==> src/rtl/input_stream_buffer_pkg.sv <==
// Shared sample format and read-side FSM encoding for the input stream buffer.
package input_stream_buffer_pkg;

  // Fixed-point sample format shared with the neuron layer
  localparam int INTEGER_WIDTH  = 4;
  localparam int FRACTION_WIDTH = 4;
  localparam int SAMPLE_W       = INTEGER_WIDTH + FRACTION_WIDTH;

  typedef logic signed [INTEGER_WIDTH-1:-FRACTION_WIDTH] fixed_t;

  // Read-side FSM encoding
  typedef logic [1:0] rd_state_t;
  localparam rd_state_t RD_IDLE    = 2'd0;
  localparam rd_state_t RD_PRESENT = 2'd1;
  localparam rd_state_t RD_BUSY    = 2'd2;

endpackage

==> src/rtl/input_stream_buffer_bank.sv <==
// One frame bank: NUM_INPUTS sample registers, single indexed write port, sync clear.
module input_bank
  import input_stream_buffer_pkg::*;
#(
  parameter int unsigned NUM_INPUTS = 16,
  localparam int unsigned IDX_W = $clog2(NUM_INPUTS)
) (
  input  logic             clock,
  input  logic             reset,
  input  logic             i_we,
  input  logic [IDX_W-1:0] i_idx,
  input  fixed_t           i_data,
  output fixed_t           o_data [NUM_INPUTS]
);

  fixed_t r_mem [NUM_INPUTS];

  // Sample storage: cleared on reset, one slot written per accepted sample
  always_ff @(posedge clock) begin
    if (reset) begin
      for (int i = 0; i < NUM_INPUTS; i++) r_mem[i] <= '0;
    end else begin
      for (int i = 0; i < NUM_INPUTS; i++) begin
        if (i_we && (i_idx == IDX_W'(i))) r_mem[i] <= i_data;
      end
    end
  end

  assign o_data = r_mem;

endmodule

==> src/rtl/input_stream_buffer.sv <==
// Ping-pong frame collector: serial samples in, NUM_INPUTS-wide frame out with a one-cycle inputs_ready pulse.
module input_stream_buffer
  import input_stream_buffer_pkg::*;
#(
  parameter int unsigned NUM_INPUTS = 16
) (
  input  logic   clock,
  input  logic   reset,
  input  logic   in_valid,
  input  fixed_t in_data,
  input  logic   in_last,
  output logic   in_ready,
  output fixed_t out_data [NUM_INPUTS],
  output logic   inputs_ready,
  input  logic   layer_done,
  output logic   frame_error
);

  localparam int unsigned IDX_W = $clog2(NUM_INPUTS);
  localparam logic [IDX_W-1:0] LAST_IDX = IDX_W'(NUM_INPUTS - 1);

  logic [1:0]       r_full;
  logic             r_wr_bank;
  logic             r_rd_bank;
  logic [IDX_W-1:0] r_wr_index;
  rd_state_t        r_rd_state;
  rd_state_t        w_rd_state_nxt;
  logic             r_inputs_ready;
  logic             r_frame_error;

  logic             w_accept;
  logic             w_at_last;
  logic             w_frame_done;
  logic             w_short_frame;
  logic             w_release;
  logic [1:0]       w_bank_we;
  logic [1:0]       w_full_set;
  logic [1:0]       w_full_clr;
  fixed_t           w_bank0_data [NUM_INPUTS];
  fixed_t           w_bank1_data [NUM_INPUTS];

  // Write-side decode; the write bank is never full while accepting
  assign in_ready      = !r_full[r_wr_bank];
  assign w_accept      = in_valid && in_ready;
  assign w_at_last     = (r_wr_index == LAST_IDX);
  assign w_frame_done  = w_accept && w_at_last;
  assign w_short_frame = w_accept && in_last && !w_at_last;
  assign w_release     = (r_rd_state == RD_BUSY) && layer_done;

  assign w_bank_we  = {w_accept && r_wr_bank, w_accept && !r_wr_bank};
  assign w_full_set = {w_frame_done && r_wr_bank, w_frame_done && !r_wr_bank};
  assign w_full_clr = {w_release && r_rd_bank, w_release && !r_rd_bank};

  input_bank #(.NUM_INPUTS(NUM_INPUTS)) u_bank0 (
    .clock  (clock),
    .reset  (reset),
    .i_we   (w_bank_we[0]),
    .i_idx  (r_wr_index),
    .i_data (in_data),
    .o_data (w_bank0_data)
  );

  input_bank #(.NUM_INPUTS(NUM_INPUTS)) u_bank1 (
    .clock  (clock),
    .reset  (reset),
    .i_we   (w_bank_we[1]),
    .i_idx  (r_wr_index),
    .i_data (in_data),
    .o_data (w_bank1_data)
  );

  // Write pointer and framing-error pulse
  always_ff @(posedge clock) begin
    if (reset) begin
      r_wr_index    <= '0;
      r_wr_bank     <= 1'b0;
      r_frame_error <= 1'b0;
    end else begin
      r_frame_error <= (w_frame_done && !in_last) || w_short_frame;
      if (w_frame_done) begin
        r_wr_index <= '0;
        r_wr_bank  <= ~r_wr_bank;
      end else if (w_short_frame) begin
        r_wr_index <= '0;
      end else if (w_accept) begin
        r_wr_index <= r_wr_index + IDX_W'(1);
      end
    end
  end

  // Bank full flags; set and clear always address different banks
  always_ff @(posedge clock) begin
    if (reset) begin
      r_full    <= 2'b00;
      r_rd_bank <= 1'b0;
    end else begin
      r_full <= (r_full | w_full_set) & ~w_full_clr;
      if (w_release) r_rd_bank <= ~r_rd_bank;
    end
  end

  // Read FSM state register plus registered inputs_ready
  always_ff @(posedge clock) begin
    if (reset) begin
      r_rd_state     <= RD_IDLE;
      r_inputs_ready <= 1'b0;
    end else begin
      r_rd_state     <= w_rd_state_nxt;
      r_inputs_ready <= (w_rd_state_nxt == RD_PRESENT);
    end
  end

  // Read FSM next state: announce a full bank once, then wait for the layer
  always_comb begin
    w_rd_state_nxt = r_rd_state;
    case (r_rd_state)
      RD_IDLE:    if (r_full[r_rd_bank]) w_rd_state_nxt = RD_PRESENT;
      RD_PRESENT: w_rd_state_nxt = RD_BUSY;
      RD_BUSY:    if (layer_done) w_rd_state_nxt = RD_IDLE;
      default:    w_rd_state_nxt = RD_IDLE;
    endcase
  end

  // Present the read bank to the layer
  always_comb begin
    for (int i = 0; i < NUM_INPUTS; i++) begin
      out_data[i] = r_rd_bank ? w_bank1_data[i] : w_bank0_data[i];
    end
  end

  assign inputs_ready = r_inputs_ready;
  assign frame_error  = r_frame_error;

endmodule

==> config.mk <==
export PLATFORM = sky130hd
export DESIGN_NAME = input_stream_buffer
export DESIGN_NICKNAME = d
export VERILOG_FILES = /design/src/rtl/input_stream_buffer_pkg.sv /design/src/rtl/input_stream_buffer_bank.sv /design/src/rtl/input_stream_buffer.sv
export SDC_FILE = /design/constraint.sdc
export NUM_CORES = 1
export LEC_CHECK = 0
export ABC_AREA = 0
export BUFFER_PORTS_ARGS = -buffer_cell sky130_fd_sc_hd__buf_4
export CELL_PAD_IN_SITES_DETAIL_PLACEMENT = 1
export CELL_PAD_IN_SITES_GLOBAL_PLACEMENT = 2
export CORE_MARGIN = 1.5
export CORE_UTILIZATION = 38
export DETAILED_ROUTE_END_ITERATION = 16
export PLACE_DENSITY_LB_ADDON = 0.15
export SLEW_MARGIN = 20
export SYNTH_ARGS = -nofsm -noshare
export SYNTH_HDL_FRONTEND = slang
export SYNTH_SLANG_ARGS = --single-unit
==> constraint.sdc <==
create_clock -name clock -period 3.8 [get_ports clock]
set_clock_uncertainty 0.05 [all_clocks]
set_input_delay 0 -clock clock [delete_from_list [all_inputs] [get_ports clock]]
set_output_delay 0 -clock clock [all_outputs]
set_load 0.005 [all_outputs]
==> results.yml, run 1 <==
placed_design:
  port_buffers: 143
  postPlaceCellArea_um2: 13300
  dp_hpwl_um: 22200
  placed_cells: 1825
  place.gp.congestion: 0.748
worst_setup_path:
  crit_family: "simple AND/OR/NAND/NOR gates"
  r2r-end: "u_bank1.o_data[74]"
  path_cells: "nand4bb_1, o21ai_0, a21oi_1"
  worst_ep_arrival_time_ns: 3.07
  crit_type: "reg2reg"
  critPathSlowestCell: "nand4bb_1"
  endpoint_kind: "register"
  crit_required_ns: 4.17
  cpPeakStageDelay_ns: 0.96
  r2r_setup_slack_ns: 1.10
  rr_startpoint: "r_wr_bank"
  crit_path_start_kind: "register"
  reg2regPathDepth: 3
  cp_max_fo: 24
  path_buf_inv: 0
synthesis:
  synthTopCellsByCount: "268 x dfxtp_1, 263 x a21oi_1, 252 x nand3_1"
  syn_area_um2: 12300
  yosysTopAreaCellShare_pct: 43.8
  ys_seq_area_share_pct: 43.8
  synth_xor_area_share_pct: 0.143
  synthAdderAreaFrac_pct: 0.408
  synth_top_family_by_area: "compound AO/OA/AOI/OAI gates"
  synth-seq-cells: 268
  netlist-cell-type-count: 48
  synth_area_leaders: "dfxtp_1 44%, mux2_2 12%, a21oi_1 11%"
  synthArstFlopShare_pct: 0
  synth_fp_nets: 1450
  synth_most_common_cell: "dfxtp_1"
  muxShareOfSynthArea_pct: 12.0
  ys.flop_type: "dfxtp_1"
  synth_edf_count: 0
  synth_area_per_cell_um2: 8.55
  synth.largest_area_cell: "dfxtp_1"
  syn_inst: 1433
  yosys.area_share.simple_pct: 14.8
  synth_compound_area_share_pct: 21.7
  synth_warnings: 0
routing:
  wl_per_cell_um: 21.7
  drt-total-wl_um: 41100
  route.antenna.remaining_nets: 0
  viasPerCell: 5.85
  firstDrtPassIters: 4
  drt_iter0_drc: 546
  post-route-drc-count: 0
  num_vias: 11100
clocking:
  cts.clk_slew.worst_paths_ns: 0.06
  cts_sinks: 268
  numCtsBuffers: 31
  ctsHtreeMaxLevel: 1
  cts_tree: "yes"
  clockBufferDepth: 3
  clockRootBuffer: "clkbuf_16"
  cts_setup_buffers: 0
  clock_latency_ns: 0.55
sta:
  rsz0062_at_grt: "false"
  fin_crit_sh_pct: 71.1
  worstMarginPinSlew_ns: 1.05
  hold_viol: 0
  max_freq_mhz: 370
  fin_tns_setup_ns: 0
  post-route-min-period_ns: 2.70
  slew_headroom_pct: 29.6
  holdWs_ns: 0.316
  slew_viol_final: 0
  setup_violations: 0
die:
  die_y_um: 183
  core-area_um2: 31600
  num_rows: 65
  initial_core_util_pct: 38.7
  fp.dieArea_um2: 33300
  fp.dieW_um: 183
  top_level_ports: 144
finish:
  final_nets: 1487
  area_growth_pct: 17.3
  num_antenna_cells: 0
  final_cell_area_um2: 14400
  final_cells: 1894
  drive_gt1_share_pct: 24.3
worst_hold_path:
  min_to: "r_wr_index[3]"
  hold_start: "in_last"
  holdPathStages: 4
  min_path_type: "in2reg"
global_route:
  grt_max_degree: 99
  antenna_found_initial: 0
  gr-total-overflow: 0
  grt_pass1_wl_um: 65200
  grt_usage_pct: 24.3
  grt_pass1_vias: 11300
status:
  status: "complete, no violations"
job:
  maxCapViolCount: 0
power_and_ir_drop:
  p_leak_nw: 4.99
  peakVddDrop_uv: 330
  powerDensity_nw_per_um2: 415
power by group:
group	internal, mW	switching [mW]
Clock	1.73	1.18
Sequential	2.82	0.00513
Combinational	0.0541	0.189
Total	4.60	1.37
flip-flops by register name, indices dropped and copies added, names as in the netlist, 2 cells and up:
register / count
r_wr_index: 4
u_bank1.o_data: 128
r_rd_state: 2
u_bank0.o_data: 128
r_full: 2
metal layers:
metal	vias to the layer above	track usage, %	part of all wire [%]
li1	5257	-	-
met1	5581	33.6	48
met2	194	40.9	47
met3	47	2.61	3.1
met4	0	4.89	1.8
met5	-	0	0
what timing repair did:
action,4_1_cts,5_1_grt
gates resized for setup,0,0
hold endpoints to repair,266,0
hold buffers,14,0
setup endpoints to repair,0,0
logic make-up (layout without fill, tap and decap cells):
group,Yosys count,after routing
buf+inv,189,248
mux,130,130
flops,268,268
compound gates,526,526
xor+xnor,2,2
simple gates,314,314
fa+ha+maj,4,4
placed cells by master (no fill, tap or decap), types with 4 or more instances in the layout:
cell type and count:
o21ai_0 218, mux2_2 128, nor2_1 5, dlygate4sd3_1 14
buf_4 170, inv_1 6, a21oi_1 263, clkbuf_1 14
nand2_1 4, ha_1 4, clkbuf_8 5, dfxtp_1 267
nand4_1 11, o21ai_1 33, clkbuf_16 31, o31ai_1 10
nand3_1 252
area by class of cell:
cell class / instances / area [um^2]
clock buffer: 50 / 897
fill: 3700 / 17300
sequential: 268 / 5370
multi-input combinational: 976 / 6040
inverter: 6 / 22.5
timing repair buffer: 187 / 1470
clock inverter: 5 / 75.1
tap: 402 / 503
worst reg2reg max path, stage by stage, from the launching register on:
cell and delay (ns):
dfxtp_1 0.88, nand4bb_1 0.97, o21ai_0 0.55, a21oi_1 0.13
worst max-delay path by stage:
stage                             start                   to  slack, ns  cells past startpoint
after floorplan           r_wr_index[0]  u_bank0.o_data[100]       2.10                      8
after global placement        r_wr_bank   u_bank1.o_data[72]       1.21                      3
after detailed placement      r_wr_bank   u_bank1.o_data[93]       1.14                      3
after CTS                     r_wr_bank   u_bank1.o_data[74]       1.07                      3
after global routing          r_wr_bank   u_bank1.o_data[74]       0.83                      3
final                         r_wr_bank   u_bank1.o_data[74]       1.10                      3
stage by stage:
step	setup WS [ns]	utilization, %	power (mW)
final	1.10	45.4	5.97
after global routing	0.827	45.4	6.16
after CTS	1.07	45.4	6.03
after detailed placement	1.14	41.9	3.12
after global placement	1.21	41.9	3.12
after floorplan	2.10	-	3.02
Note: power is estimated with default switching activity, not from simulation.
==> run 2, diff against run 1 <==
--- a/config.mk
+++ b/config.mk
@@ -10,7 +10,7 @@
 export CELL_PAD_IN_SITES_DETAIL_PLACEMENT = 1
 export CELL_PAD_IN_SITES_GLOBAL_PLACEMENT = 2
 export CORE_MARGIN = 1.5
-export CORE_UTILIZATION = 38
+export CORE_UTILIZATION = 32
 export DETAILED_ROUTE_END_ITERATION = 16
 export PLACE_DENSITY_LB_ADDON = 0.15
 export SLEW_MARGIN = 20
==> constraint.sdc (replaced) <==
create_clock -name clock -period 2.25 [get_ports clock]
set_clock_uncertainty 0.05 [all_clocks]
set_input_delay 0 -clock clock [delete_from_list [all_inputs] [get_ports clock]]
set_output_delay 0 -clock clock [all_outputs]
set_load 0.005 [all_outputs]
==> run 2 against run 1 <==
  * Global-route usage fell by 2.2 points
  * Cell count rose by 6.5%
  * Final area rose by 3.2%
  * Via count rose by 0.76%
  * Largest power group unchanged
  * Register-to-register slack got worse by 0.74 ns
  * Clock power rose by 77%
  * Clock-buffer cell count fell by 6
  * Core utilization fell by 6.0 points
  * Critical path type is now reg2out
  * Flip-flop and latch count did not move
  * Sequential power rose by 69%
==> results.yml, run 2 (same netlist as run 1, synthesis figures left out) <==
global_route:
  grt_pass1_wl_um: 68900
  grt_pass1_vias: 11600
  grt_usage_pct: 22.0
  antenna_found_initial: 0
  grt_max_degree: 90
  grt_util_met3_pct: 2.31
  gr-total-overflow: 0
  grt-busiest-layer: "met2"
  grtUsageMet2_pct: 37.0
  grtUsageMet1_pct: 30.9
finish:
  area_growth_pct: 21.1
  final_cell_mix: "265 x dfxtp_1, 263 x a21oi_1, 252 x nand3_1"
  final_common_cell: "dfxtp_1"
  num_antenna_cells: 0
  drive_gt1_share_pct: 25.8
  final_nets: 1503
  final_cell_area_um2: 14800
  final_cells: 2017
sta:
  worstMarginPinSlew_ns: 0.798
  max_freq_mhz: 466
  setup_violations: 0
  hold_viol: 0
  post-route-min-period_ns: 2.15
  slew_viol_final: 0
  slew_headroom_pct: 46.8
  fin_tns_setup_ns: 0
  rsz0062_at_grt: "false"
  fin_crit_sh_pct: 95.4
die:
  initial_core_util_pct: 32.5
  fp.dieW_um: 199
  die_y_um: 199
  top_level_ports: 144
  num_rows: 71
  core-area_um2: 37700
  fp.dieArea_um2: 39500
power_and_ir_drop:
  power_frac_seq_pct: 46.2
  pwr-share-comb_pct: 4.2
  p_sw_share_pct: 23.1
  peakVddDrop_uv: 486
  total_power_mw: 10.3
  powerDensity_nw_per_um2: 696
  pwr-share-clk_pct: 49.6
  p_int_mw: 7.94
  p_leak_nw: 5.15
  power_switching_mw: 2.39
routing:
  post-route-drc-count: 0
  firstDrtPassIters: 4
  num_vias: 11200
  drt_iter0_drc: 597
  route.antenna.remaining_nets: 0
  viasPerCell: 5.53
  wl_per_cell_um: 21.6
  drt-total-wl_um: 43500
clocking:
  cts_tree: "yes"
  numCtsBuffers: 31
  clock_latency_ns: 0.56
  ctsHtreeMaxLevel: 1
  cts_sinks: 268
  clockRootBuffer: "clkbuf_16"
  cts.clk_slew.worst_paths_ns: 0.06
  clockBufferDepth: 3
  cts_setup_buffers: 0
worst_setup_path:
  crit_path_start_kind: "register"
  worst_ep_arrival_time_ns: 2.10
  crit_type: "reg2out"
  r2r-end: "u_bank0.o_data[64]"
  r2r_setup_slack_ns: 0.36
  rr_startpoint: "r_wr_index[1]"
  reg2regPathDepth: 5
  endpoint_kind: "primary output"
  cp_max_fo: 22
  crit_required_ns: 2.20
placed_design:
  place.gp.congestion: 0.699
  dp_hpwl_um: 23800
  postPlaceCellArea_um2: 13700
  port_buffers: 143
  placed_cells: 1951
worst_hold_path:
  min_to: "r_wr_index[2]"
  hold_start: "in_last"
  min_path_type: "in2reg"
  holdPathStages: 4
status:
  status: "complete, no violations"
job:
  maxCapViolCount: 0
==> run 2: per-layer routing <==
metal,part of all wire [%],up-vias,routed length [um]
met5,0,-,0
met4,1.4,0,606
met3,3.2,40,1400
met2,48,204,20700
met1,48,5645,20800
li1,-,5274,-
==> run 2: area by class of cell <==
| cell class | count | area, um^2 |
|---|---|---|
| timing repair buffer | 203 | 1750 |
| inverter | 6 | 22.5 |
| fill | 4407 | 22800 |
| clock buffer | 44 | 895 |
| sequential | 268 | 5370 |
| multi-input combinational | 976 | 6040 |
| clock inverter | 9 | 125 |
| tap | 511 | 639 |
==> run 2: timing repair <==
action,CTS,global route
pin swaps,0,0
hold buffers,13,0
endpoints found under the hold margin,265,0
setup endpoints to repair,1,1
gates resized for setup,1,1
==> run 2: stage by stage <==
stage | setup slack [ns] | hold slack, ns | util [%]
2_1_floorplan | 0.554 | 0.0977 | -
3_3_place_gp | 0.338 | 0.284 | 36.3
3_5_place_dp | 0.304 | 0.289 | 36.3
4_1_cts | 0.0732 | 0.263 | 39.4
5_1_grt | 0.0186 | 0.297 | 39.4
6_report | 0.103 | 0.295 | 39.4
==> run 2: power by group through the flow <==
stage               logic [mW]  clock network (mW)  registers, mW
global route             0.468                5.47           4.77
detailed placement       0.420                   0           4.87
finish                   0.435                5.12           4.77
CTS                      0.438                5.25           4.77
global placement         0.421                   0           4.87
floorplan                0.229                   0           4.87
==> run 2: worst max-delay path, cell delays in order (launching register included) <==
cell and delay [ns]:
dfxtp_4 0.60, buf_4 0.37, mux2_2 0.40, buf_4 0.14
==> run 2: worst max-delay path by stage <==
stage	start	to	slack (ns)
after global routing	r_rd_bank	out_data[70]	0.02
final	r_rd_bank	out_data[57]	0.10
after global placement	r_wr_bank	u_bank0.o_data[89]	0.34
after CTS	r_rd_bank	out_data[70]	0.07
after floorplan	r_wr_index[0]	u_bank0.o_data[100]	0.55
after detailed placement	r_wr_bank	u_bank0.o_data[66]	0.30
